===== config.mk =====
export PLATFORM = sky130hd
export DESIGN_NAME = filter_stream_tx_flat
export DESIGN_NICKNAME = d
export VERILOG_FILES = /design/src/rtl/filter_stream_tx_if.sv /design/src/rtl/filter_stream_tx.sv /design/src/flat_wrapper.sv
export SDC_FILE = /design/constraint.sdc
export NUM_CORES = 1
export LEC_CHECK = 0
export ABC_AREA = 1
export CAP_MARGIN = 20
export CELL_PAD_IN_SITES_DETAIL_PLACEMENT = 1
export CELL_PAD_IN_SITES_GLOBAL_PLACEMENT = 2
export CORE_MARGIN = 2
export CORE_UTILIZATION = 27
export DETAILED_ROUTE_END_ITERATION = 6
export GPL_TIMING_DRIVEN = 0
export PLACE_DENSITY_LB_ADDON = 0.12
export SYNTH_ARGS = -nofsm -noshare
export SYNTH_HDL_FRONTEND = slang
export SYNTH_SLANG_ARGS = --single-unit

===== constraint.sdc =====
create_clock -name clk -period 1.8 [get_ports clk]
set_input_delay 0.36 -clock clk [delete_from_list [all_inputs] [get_ports clk]]
set_output_delay 0.36 -clock clk [all_outputs]
set_load 0.05 [all_outputs]

===== src/rtl/filter_stream_tx_if.sv =====
// Stream bundle for filter_stream_tx: upstream ready/valid source and the
// tagged output stream into the filter control unit.
interface filter_stream_tx_if #(
  parameter int unsigned DATA_BIT   = 15,
  parameter int unsigned DATA_IDBIT = 2
);
  logic                  src_valid;
  logic [DATA_BIT-1:0]   src_data;
  logic                  src_ready;
  logic [DATA_IDBIT-1:0] tx_data_id;
  logic                  tx_valid;
  logic [DATA_BIT-1:0]   tx_data;

  modport master (
    input  src_valid, src_data,
    output src_ready, tx_data_id, tx_valid, tx_data
  );

  modport slave (
    output src_valid, src_data,
    input  src_ready, tx_data_id, tx_valid, tx_data
  );
endinterface


===== src/rtl/filter_stream_tx.sv =====
// Sequences coefficient bursts and pixel frames from an upstream source into
// the filter control unit, with a guaranteed idle cycle between bursts.
module filter_stream_tx #(
  parameter int unsigned DATA_BIT   = 15,
  parameter int unsigned DATA_IDBIT = 2,
  parameter int unsigned ROW_WIDTH  = 512,
  parameter int unsigned COL_WIDTH  = 512,
  parameter int unsigned MASK_WIDTH = 7,
  parameter int unsigned CNT_BIT    = 10
) (
  input  logic               clk,
  input  logic               reset_n,
  input  logic               start_cf,
  input  logic               start_frame,
  filter_stream_tx_if.master bus,
  output logic               busy,
  output logic               cf_done,
  output logic               frame_done,
  output logic               underrun
);

  localparam int unsigned CF_LAST = MASK_WIDTH * MASK_WIDTH - 1;
  localparam int unsigned X_LAST  = ROW_WIDTH - 1;
  localparam int unsigned Y_LAST  = COL_WIDTH - 1;

  typedef enum logic [1:0] {
    IDLE      = 2'd0,
    CF_BURST  = 2'd1,
    PIX_BURST = 2'd2
  } state_t;

  state_t                state, state_next;
  logic [CNT_BIT-1:0]    x_cnt, y_cnt, x_next, y_next;
  logic                  cf_done_next, frame_done_next, underrun_next;
  logic                  src_ready_c, accept_c;
  logic                  tx_valid_q;
  logic [DATA_BIT-1:0]   tx_data_q;
  logic [DATA_IDBIT-1:0] tx_id_q;

  // The control unit cannot stall, so readiness depends on state alone
  assign src_ready_c    = (state != IDLE);
  assign accept_c       = bus.src_valid & src_ready_c;
  assign bus.src_ready  = src_ready_c;
  assign bus.tx_valid   = tx_valid_q;
  assign bus.tx_data    = tx_data_q;
  assign bus.tx_data_id = tx_id_q;

  always_ff @(posedge clk or negedge reset_n) begin
    if (!reset_n) state <= IDLE;
    else          state <= state_next;
  end

  // Next state, counters and completion/abort flags
  always_comb begin
    state_next      = state;
    x_next          = x_cnt;
    y_next          = y_cnt;
    cf_done_next    = 1'b0;
    frame_done_next = 1'b0;
    underrun_next   = 1'b0;
    unique case (state)
      IDLE: begin
        if (start_cf) begin
          state_next = CF_BURST;
          x_next     = '0;
          y_next     = '0;
        end else if (start_frame) begin
          state_next = PIX_BURST;
          x_next     = '0;
          y_next     = '0;
        end
      end
      CF_BURST: begin
        if (!bus.src_valid) begin
          state_next    = IDLE;
          underrun_next = 1'b1;
        end else if (x_cnt == CNT_BIT'(CF_LAST)) begin
          state_next   = IDLE;
          cf_done_next = 1'b1;
        end else begin
          x_next = x_cnt + 1'b1;
        end
      end
      PIX_BURST: begin
        if (!bus.src_valid) begin
          state_next    = IDLE;
          underrun_next = 1'b1;
        end else if (x_cnt == CNT_BIT'(X_LAST)) begin
          x_next = '0;
          if (y_cnt == CNT_BIT'(Y_LAST)) begin
            state_next      = IDLE;
            frame_done_next = 1'b1;
          end else begin
            y_next = y_cnt + 1'b1;
          end
        end else begin
          x_next = x_cnt + 1'b1;
        end
      end
      default: state_next = IDLE;
    endcase
  end

  // Counters, output stage and status flags
  always_ff @(posedge clk or negedge reset_n) begin
    if (!reset_n) begin
      x_cnt      <= '0;
      y_cnt      <= '0;
      tx_valid_q <= 1'b0;
      tx_data_q  <= '0;
      tx_id_q    <= '0;
      busy       <= 1'b0;
      cf_done    <= 1'b0;
      frame_done <= 1'b0;
      underrun   <= 1'b0;
    end else begin
      x_cnt      <= x_next;
      y_cnt      <= y_next;
      tx_valid_q <= accept_c;
      if (accept_c) tx_data_q <= bus.src_data;
      tx_id_q    <= (accept_c && state == CF_BURST) ? DATA_IDBIT'(1) : '0;
      busy       <= (state_next != IDLE);
      cf_done    <= cf_done_next;
      frame_done <= frame_done_next;
      underrun   <= underrun_next;
    end
  end

endmodule


===== src/flat_wrapper.sv =====
// flat-port wrapper written by rule: the top's interface ports become plain ports
module filter_stream_tx_flat 
#(
  parameter int unsigned DATA_BIT   = 15,
  parameter int unsigned DATA_IDBIT = 2,
  parameter int unsigned ROW_WIDTH  = 512,
  parameter int unsigned COL_WIDTH  = 512,
  parameter int unsigned MASK_WIDTH = 7,
  parameter int unsigned CNT_BIT    = 10
)
  (clk, reset_n, start_cf, start_frame, busy, cf_done, frame_done, underrun, bus_src_valid, bus_src_data, bus_src_ready, bus_tx_data_id, bus_tx_valid, bus_tx_data);
  filter_stream_tx_if #(.DATA_BIT(DATA_BIT), .DATA_IDBIT(DATA_IDBIT)) bus_i ();
  input  logic clk;
  input  logic reset_n;
  input  logic start_cf;
  input  logic start_frame;
  output logic busy;
  output logic cf_done;
  output logic frame_done;
  output logic underrun;
  input wire logic [$bits(bus_i.src_valid)-1:0] bus_src_valid;
  input wire logic [$bits(bus_i.src_data)-1:0] bus_src_data;
  output wire logic [$bits(bus_i.src_ready)-1:0] bus_src_ready;
  output wire logic [$bits(bus_i.tx_data_id)-1:0] bus_tx_data_id;
  output wire logic [$bits(bus_i.tx_valid)-1:0] bus_tx_valid;
  output wire logic [$bits(bus_i.tx_data)-1:0] bus_tx_data;
  assign bus_i.src_valid = bus_src_valid;
  assign bus_i.src_data = bus_src_data;
  assign bus_src_ready = bus_i.src_ready;
  assign bus_tx_data_id = bus_i.tx_data_id;
  assign bus_tx_valid = bus_i.tx_valid;
  assign bus_tx_data = bus_i.tx_data;
  filter_stream_tx #(.DATA_BIT(DATA_BIT), .DATA_IDBIT(DATA_IDBIT), .ROW_WIDTH(ROW_WIDTH), .COL_WIDTH(COL_WIDTH), .MASK_WIDTH(MASK_WIDTH), .CNT_BIT(CNT_BIT)) u_core (.clk(clk), .reset_n(reset_n), .start_cf(start_cf), .start_frame(start_frame), .bus(bus_i), .busy(busy), .cf_done(cf_done), .frame_done(frame_done), .underrun(underrun));
endmodule

# Word-level counts from Yosys, hierarchy flattened
# Index checks and enable logic that the tools add are counted.
[totals] regBits=44 in_bits=20 out_inout_bits=23
[op_classes] n_addsub=2 eq_ne=11 n_mux=29 bitwise_logic=1 reduce_logical=9
[op_table] op="two-way mux 10 bit" count=9
[op_table] op="case mux 10 bit (3 select lines)" count=1
[op_table] op="adder 10 x 1 -> 10 bit, second input constant" count=2
[op_table] op="equality test 10 x 9 -> 1 bit, second input constant" count=2
[op_table] op="case mux 10 bit (2 select lines)" count=1
[op_table] op="two-way mux 2 bit" count=7
[op_table] op="equality test 10 x 6 -> 1 bit, second input constant" count=1
[op_table] op="two-way mux 1 bit" count=10
[op_table] op="AND reduction 5 bit" count=2
[op_table] op="!= test 2 bit, second input constant" count=4
[op_table] op="case mux 2 bit (3 select lines)" count=1
[op_table] op="nonzero test 2 bit" count=3
[op_table] op="!= test 3 bit, second input constant" count=1
[op_table] op="nonzero test 3 bit" count=1
[op_table] op="equality test 2 x 1 -> 1 bit, second input constant" count=1
[op_table] op="equality test 2 bit, second input constant" count=1
[op_table] op="logical NOT 2 bit" count=1
[op_table] op="!= test 2 x 1 -> 1 bit, second input constant" count=1
[op_table] op="OR reduction 2 bit" count=1
[op_table] op="bitwise AND 1 bit" count=1
[op_table] op="logical AND 1 bit" count=1

# Longest topological paths before layout
[logic_depth] ltp_word=6 depth_mapped=13 ltp_nobuf=11

# Least setup slack after synthesis
# Ideal clock, no wire load.
[synth_path] path_type="reg-to-reg" from="register u_core.state[0]" to="register u_core.x_cnt[7]" setup_time_ps=120 arrival_ps=1682 required_time_ps=1680 setup_slack_ps=-2 path_stages_with_launch=13 period_less_slack_ps=1802 path_cell_list="dfrtp_1 inv_1 ha_1 inv_2 nand2_2 nor2_1 nor3_4 nand2_4 inv_2 buf_6 nand2_1 nand2_1 nor2_1"
[synth_between] elab_chain_cells=3 word_cells_on_any_way=10 cone_classes="eq/ne: 6; mux: 1; reduce/logical: 3"
[synth_rtl] item="start: declaration" line="filter_stream_tx.sv:32" rtl="state_t state, state_next;"
[synth_rtl] item="start signal: assignment" line="filter_stream_tx.sv:50" rtl="else state <= state_next;"
[synth_rtl] item="equality test 2 x 1 -> 1 bit (tied with other cells)" line="filter_stream_tx.sv:61" rtl="unique case (state)"
[synth_rtl] item="!= test 2 bit (no line) (tied with other cells)"
[synth_rtl] item="AND reduction 5 bit (no line)"
[synth_rtl] item="end signal: assignment" line="filter_stream_tx.sv:117" rtl="x_cnt <= x_next;"
[synth_rtl] item="end: declaration" line="filter_stream_tx.sv:33" rtl="logic [CNT_BIT-1:0] x_cnt, y_cnt, x_next, y_next;"
# Several ways; a longest one is shown, not always the timed one.
# A chain may end at the register's enable or synchronous reset.

# Final worst setup path
[layout_path] from="register u_core.state[0]" to="register u_core.y_cnt[0]"
[layout_between] elab_chain_cells=3 word_cells_on_any_way=9 cone_classes="eq/ne: 5; mux: 1; reduce/logical: 3"
[layout_rtl] item="equality test 2 bit / logical NOT 2 bit (equally long branches)" line="filter_stream_tx.sv:61"
[layout_rtl] item="!= test 2 x 1 -> 1 bit (no line) (tied with other cells)"
[layout_rtl] item="AND reduction 5 bit (no line)"
[layout_rtl] item="end signal: assignment" line="filter_stream_tx.sv:118" rtl="y_cnt <= y_next;"
[layout_rtl] item="end: declaration" line="filter_stream_tx.sv:33"
# Several ways; a longest one is shown, not always the timed one.

==> impl_metrics.ini <==
[placement]
postPlaceCellArea_mm2 = 0.00286
gp_congestion = 0.697
post-dp-hpwl_um = 4450
io_buffers = 41

[synthesis]
yosys_warnings = 0
synthTopCellsByArea = dfrtp_1, nand2_1, inv_1, nand3_1, ha_1
synth.net_count = 322
synth.area.mux_share_pct = 0
synthAdderAreaFrac_pct = 3.80
synth-simple-area-share_pct = 32.0
netlist_instances = 295
synth_ff_type = dfrtp_1
ys_ff_latch = 43
avgSynthCellArea_um2 = 7.81
synth-edff-count = 0
syn_area_mm2 = 0.00230
yosysTopAreaCell = dfrtp_1
synth-seq-area-share_pct = 46.7
synthXorXnorAreaFrac_pct = 1.90
synth_cell_types = 34
netlist.area_leader.share_pct = 46.7
async_reset_ff_share_pct = 100
synth_top_family_by_area = simple AND/OR/NAND/NOR gates
synth_compound_area_share_pct = 7.33
synth_common_cells = nand2_1, dfrtp_1, inv_1
yosysMostFrequentCell = nand2_1

[sta]
tightest_slew_ns = 0.507
rsz0062_at_grt = true
max_freq_mhz = 573
hold_viol_final = 14
setup_viol = 0
clock_skew_ns = 0.00385
period_needed_ns = 1.74
finalCritPeriodShare_pct = 96.9
holdWs_ns = -0.00939
slew_violations = 0
slew_headroom_pct = 66.1

[worst_setup_path]
endpoint_kind = flop
crit_required_ns = 1.99
cp_max_fo = 9
arrival_ns = 1.94
cp-start-kind = flop
worstSetupPathType = reg -> reg

[job]
maxCapViolCount = 0

[cells_and_area]
area_growth_pct = 40.7
final_core_util_pct = 39.3
nets = 389
seqCellArea_mm2 = 0.00108
antenna_cells = 0
fin_area_mm2 = 0.00324
drive_gt1_share_pct = 19.6
final.fill_count = 992
multi_input_area_mm2 = 0.00113

[floorplan]
io_pins = 43
die_x_um = 96.4
rows = 33
fp.dieH_um = 96.4
start_util_pct = 27.9
dieArea_mm2 = 0.00929
core-area_mm2 = 0.00826

[clock_network]
clk_latency_ns = 0.29
root_buffer = clkbuf_8
clk_pin_slew_ns = 0.09
cts_buffers = 5
cts_tree = yes
clock_sinks = 43
htree_levels = 2
cts_max_path_buffers = 2
cts_hold_buf = 0

[grt]
grt_max_degree = 29
use_met2_pct = 26.2
grt_pass1_wl_um = 10700
grt_pass1_vias = 2205
grt-ovfl-total = 0
grt.met3_usage_pct = 2.56
track_usage_pct = 14.8
top_usage_layer = met2
grt_antenna_before_repair = 0
grtUsageMet1_pct = 18.8

[route]
routed-via-count = 2113
drt_iter0_markers = 41
finalWirelength_um = 6300
drtAntennaViolNets = 0
vias_per_cell = 4.51
wl_per_cell_um = 13.5
drc_errors = 0
firstDrtPassIters = 4

[power_and_ir_drop]
p_leak_uw = 0.00159
powerDensity_mw_per_mm2 = 1680
ir_worst_vdd_mv = 0.660

[status]
status = complete, but fails checks
violations = hold timing

[hold_path]
hold_path_class = in -> async
-- power by group --
| group | internal, uW | total (uW) | switching [uW] |
|---|---|---|---|
| clock | 554 | 923 | 369 |
| combinational | 1150 | 3160 | 2000 |
| sequential | 1220 | 1360 | 147 |
-- critical path: stages (launching register included) --
cell and delay [ns]:
dfrtp_1 0.41, inv_2 0.11, ha_4 0.14, buf_6 0.09, buf_4 0.18, nand4_1 0.20, inv_1 0.15, nor2_4 0.07
buf_4 0.13, o21a_1 0.15
-- kinds of logic after synthesis --
kind of cell,after synthesis
compound gates,31
xor+xnor,5
fa+ha+maj,7
buf+inv,42
flops,43
other cells,1
simple gates,166
-- final cells by class --
type	count	share of cell area (%)
multi-input combinational	210	35.0
buffer	6	1.78
inverter	35	4.28
clock inverter	3	2.08
timing repair buffer	61	17.4
sequential	43	33.3
tap	105	4.05
clock buffer	5	2.12
-- registers in the layout, indices dropped and copies added, names as in the netlist --
name                   count
u_core.underrun            1
u_core.bus.tx_valid        1
u_core.frame_done          1
u_core.busy                1
u_core.state               2
u_core.x_cnt              10
u_core.bus.tx_data        15
u_core.y_cnt              10
u_core.bus.tx_data_id      1
u_core.cf_done             1
-- layout by cell type, fill, tap and decap left out, types with 4 or more instances in the layout --
cell / instances
a21oi_1: 6
buf_4: 20
clkbuf_8: 5
clkdlybuf4s50_1: 18
dfrtp_1: 41
dlygate4sd2_1: 18
inv_1: 28
inv_2: 4
nand2_1: 98
nand3_1: 22
nor2_1: 19
nor2_2: 4
nor2_4: 5
o21ai_0: 6
o21ai_1: 13
xor2_1: 4
-- path summary, 6_finish.rpt --
path                                                     end                               from  slack [ns]  cells after the start
max                              u_core.y_cnt[0]$_DFFE_PN0P_          u_core.state[0]$_DFF_PN0_        0.06                      9
min                              u_core.y_cnt[7]$_DFFE_PN0P_                            reset_n      -0.009                      1
max reg2reg                      u_core.y_cnt[0]$_DFFE_PN0P_          u_core.state[0]$_DFF_PN0_        0.06                      9
min reg2reg                u_core.bus.tx_data[3]$_DFFE_PN0P_  u_core.bus.tx_data[3]$_DFFE_PN0P_        0.47                      2
max in group asynchronous        u_core.x_cnt[0]$_DFFE_PN0P_                            reset_n        1.29                      2
min in group clk           u_core.bus.tx_data[3]$_DFFE_PN0P_  u_core.bus.tx_data[3]$_DFFE_PN0P_        0.47                      2
-- metal layers --
metal	routed length [um]	vias up
met5	0	-
met4	68	0
met3	107	4
met2	3190	18
met1	2930	1037
li1	-	1054
-- what timing repair did --
action	4_1_cts	5_1_grt
resized for setup	38	22
gates cloned	1	0
setup buffers	14	4
pin swaps	6	8
setup endpoints to repair	50	32
-- through the flow --
stage               TNS [ns]  total power (uW)  worst slack, ns  std cells  hold WS (ns)
finish                     0              5440           0.0559        468      -0.00939
global route          -0.154              5850          -0.0467        468       0.00954
CTS                        0              5400          0.00315        464       0.00101
detailed placement     -9.53              4090           -0.524        442         0.330
global placement      -53.32              4060            -1.04        441         0.456
floorplan                  0              3210           0.0194        295        0.0644
(Power assumes the default switching activity.)
==> patch 1, RTL diff (config.mk and constraints unchanged) <==
The 3 states of `state_t` get a one-hot encoding in 3 bits.
--- a/src/rtl/filter_stream_tx.sv
+++ b/src/rtl/filter_stream_tx.sv
@@ -24,8 +24,8 @@
   localparam int unsigned Y_LAST  = COL_WIDTH - 1;
 
-  typedef enum logic [1:0] {
-    IDLE      = 2'd0,
-    CF_BURST  = 2'd1,
-    PIX_BURST = 2'd2
+  typedef enum logic [2:0] {
+    IDLE      = 3'b001,
+    CF_BURST  = 3'b010,
+    PIX_BURST = 3'b100
   } state_t;
 
Formal check against the unedited RTL: no difference found for any inputs over 10 cycles, from zero or initial values and one cycle with reset_n low; not proved beyond that.
==> patch 1 against the unedited design <==
Setup slack better by 1.3 ps; fmax is essentially flat; sequential share of layout area grew 1.4 points; routed wire length grew 1.1%; power down 21%; clock skew increased by 4.7 ps; cell area is 1.8% lower; final cell count up 3.4%; synthesized cell count up 6.1%; largest cell class unchanged; the flow still finishes with violations (negative hold slack); first-iteration DRC count is 41% higher; non-clock buffer count fell by 5; synthesized area is 3.7% higher; sequential cell count rose by 1.
==> patch 1: results (changes against the unedited design) <==
| Metric | Value |
|---|---|
| Final Cycle Share | `0.968 (was 0.969)` |
| Pre-CTS setup slack | `-190 ps (was -524 ps)` |
| Failing checks | `negative hold slack (unchanged)` |
| Vias in the first global route | `2189 (was 2205)` |
| HPWL after detailed placement | `4.63 mm (was 4.45 mm)` |
| Routing usage on met3 | `0.0236 (was 0.0256)` |
| Drt initial violations | `58 (was 41)` |
| Flop2flop setup slack | `110 ps (was 60 ps)` |
| PostCTS Resize Cnt | `26 (was 38)` |
| Layout cells sized above 1 | `0.165 (was 0.196)` |
| Drt wl/cell | `13.2 um (was 13.5 um)` |
| Sequential area share after synthesis | `0.461 (was 0.467)` |
| Worst Path Arrival | `1380 ps (was 1940 ps)` |
| Synthesis-to-layout area growth | `33.2% (was 40.7%)` |
| GPL Wtd Cong | `0.757 (was 0.697)` |
| Met3 WL post-DR | `207 um (was 107 um)` |
| R2r endpoint | `u_core.y_cnt[3] (was u_core.y_cnt[0])` |
| Average size of a mapped cell | `7.64 sq um (was 7.81 sq um)` |
| Synth area leaders | `dfrtp_1, nand2_1, inv_1, nor2_1, nand3_1 (was dfrtp_1, nand2_1, inv_1, nand3_1, ha_1)` |
| Peak supply drop | `0.000383 V (was 0.000660 V)` |
| Post-synthesis cell type count | `35 (was 34)` |
| GR met1 Demand/Resource | `0.192 (was 0.188)` |
| CP startpoint | `u_core.state[0] (unchanged)` |
| Hold WS | `-3.18 ps (was -9.39 ps)` |
| Run status | `complete, but fails checks (unchanged)` |
| Final hold vios | `10 (was 14)` |
| DRT met1 WL | `3.22 mm (was 2.93 mm)` |
patch 1: area by class of cell:
type | instances | share of cell area
Buffer | 7 | 0.0153
Clock buffer | 6 | 0.0259
Clock inverter | 2 | 0.00314
Inverter | 36 | 0.0425
Multi-Input combinational cell | 226 | 0.362
Sequential cell | 44 | 0.347
Tap cell | 108 | 0.0425
Timing Repair Buffer | 55 | 0.161
patch 1: cells by family (layout without fill, tap and decap cells):
group / Yosys count / after routing / synth area share
buffers and inverters: 43 / 106 / 0.0764
DFF: 44 / 44 / 0.461
and+or+nand+nor: 195 / 195 / 0.370
other: 1 / 1 / 0.00157
xor gates and xnor gates: 9 / 9 / 0.0330
adders and majority gates: 3 / 3 / 0.0157
AOI/OAI and AO/OA: 18 / 18 / 0.0419
patch 1: where the power goes:
part | switching (uW) | internal (uW) | total (uW) | leakage, uW
Clock | 349 | 307 | 657 | 0.0000510
Combinational | 1610 | 700 | 2310 | 0.000998
Sequential | 132 | 1230 | 1360 | 0.000577
Total | 2090 | 2230 | 4330 | 0.00163
==> patch 2, RTL diff (same settings) <==
Without the edit above. `CNT_BIT` is set to 10 in 2 places; all go to 12.
--- a/src/rtl/filter_stream_tx.sv
+++ b/src/rtl/filter_stream_tx.sv
@@ -7,5 +7,5 @@
   parameter int unsigned COL_WIDTH  = 512,
   parameter int unsigned MASK_WIDTH = 7,
-  parameter int unsigned CNT_BIT    = 10
+  parameter int unsigned CNT_BIT    = 12
 ) (
   input  logic               clk,
--- a/src/flat_wrapper.sv
+++ b/src/flat_wrapper.sv
@@ -7,5 +7,5 @@
   parameter int unsigned COL_WIDTH  = 512,
   parameter int unsigned MASK_WIDTH = 7,
-  parameter int unsigned CNT_BIT    = 10
+  parameter int unsigned CNT_BIT    = 12
 )
   (clk, reset_n, start_cf, start_frame, busy, cf_done, frame_done, underrun, bus_src_valid, bus_src_data, bus_src_ready, bus_tx_data_id, bus_tx_valid, bus_tx_data);
Behaviour: same outputs for any inputs over 10 cycles, from zero or initial values and one cycle with reset_n low; that may be too few to reach the edited logic, so the function may still have changed.
==> patch 2 against the unedited design <==
Count of clock-buffer cells in the layout unchanged; critical endpoint is now u_core.x_cnt[5]; synthesized area rose by 15%; critical path depth is 2 higher; fmax shrank 1.2%; clock power shrank 27%; global-route usage increased by 0.12 points; routed wire length up 21%; final cell count grew 18%; sequential cell count rose by 4; setup slack got worse by 21 ps; power rose by 5.3%; largest cell class unchanged; cell area rose by 14%; via count grew 16%.
==> patch 2: results (changes against the unedited design) <==
| Metric | Value |
|---|---|
| Drt wl/cell | `13.9 um (was 13.5 um)` |
| Worst-path cell with the longest stage delay | `dfrtp_2 (was dfrtp_1)` |
| Post-Synth XOR/XNOR Area | `0.0198 (was 0.0190)` |
| Area of the multi-input gates | `1410 sq um (was 1130 sq um)` |
| CP max stage delay | `460 ps (was 410 ps)` |
| HP Class | `register to register (was primary input to asynchronous set/reset pin)` |
| Mapped Cells | `348 (was 295)` |
| Highest net fanout along the worst path | `6 (was 9)` |
| Peak supply drop | `0.000524 V (was 0.000660 V)` |
| Adder-cell share of the synthesized area | `0.0330 (was 0.0380)` |
| Area post-placement | `3270 sq um (was 2860 sq um)` |
| Invs w/o clock | `43 (was 35)` |
| Met3 WL post-DR | `125 um (was 107 um)` |
| CP top delay family | `simple AND/OR/NAND/NOR gates (was buffers and inverters)` |
| Worst skew pair latency | `310 ps (was 290 ps)` |
| Met2 WL post-DR | `3.91 mm (was 3.19 mm)` |
| Filler instances | `1197 (was 992)` |
| Pre-CTS setup slack | `-472 ps (was -524 ps)` |
| Finished Layout Cells | `550 (was 468)` |
| Clk tree area frac | `0.0241 (was 0.0421)` |
| Bufs w/o clock | `68 (was 67)` |
| Largest net degree at the start of global routing | `31 (was 29)` |
| Total nets after synthesis | `375 (was 322)` |
| GR met1 Demand/Resource | `0.196 (was 0.188)` |
| Seq/total area | `0.319 (was 0.333)` |
| F_max | `567 MHz (was 573 MHz)` |
| Chip width | `103 um (was 96.4 um)` |
| Final Skew | `10.1 ps (was 3.85 ps)` |
| Post-synthesis cell type count | `33 (was 34)` |
| Total global-route track usage | `0.149 (was 0.148)` |
| Synth area leaders | `dfrtp_1, nand2_1, inv_1, nand3_1, nor2_1 (was dfrtp_1, nand2_1, inv_1, nand3_1, ha_1)` |
| Seq cells post-synth | `47 (was 43)` |
| Hold WS | `471 ps (was -9.39 ps)` |
| Final #Nets | `443 (was 389)` |
| Run status | `finished clean (was complete, but fails checks)` |
| Flop2flop setup slack | `40 ps (was 60 ps)` |
| GPL Wtd Cong | `0.780 (was 0.697)` |
| Compound-Gate Fraction of Synth Area | `0.0759 (was 0.0733)` |
| Final Core Density | `0.383 (was 0.393)` |
| Layout cells sized above 1 | `0.223 (was 0.196)` |
| HPWL after detailed placement | `5.49 mm (was 4.45 mm)` |
| DRT met1 WL | `3.50 mm (was 2.93 mm)` |
| Vias | `2446 (was 2113)` |
| Routing usage on met3 | `0.0237 (was 0.0256)` |
| Placed cells | `523 (was 442)` |
| Multi-input comb cells | `251 (was 210)` |
| Met2 track demand over resource | `0.260 (was 0.262)` |
| Worst slew pin tran | `523 ps (was 507 ps)` |
## patch 2: changes by cell type in the layout (fill, tap and decap cells not counted), sizes merged, moves of 4 or more
cell / before / now
nand2: 103 / 126
nor2: 28 / 36
inv: 35 / 41
o21ai: 20 / 26
a21oi: 7 / 2
dfrtp: 43 / 47
nor3: 5 / 9
## patch 2: where the power goes
| group | total (uW) | internal [uW] | switching (uW) | leakage (uW) |
|---|---|---|---|---|
| Combinational | 3650 | 1320 | 2320 | 0.00105 |
| Clock | 677 | 272 | 405 | 0.0000402 |
| Sequential | 1410 | 1290 | 116 | 0.000624 |
## patch 2: what timing repair did
item / CTS / global route
setup buffers: 7 / 9
pin swaps: 4 / 9
hold buffers: 1 / 0
gates resized for setup: 44 / 39
hold endpoints to repair: 2 / 0
gates cloned: 0 / 3
endpoints found under the setup margin: 56 / 32
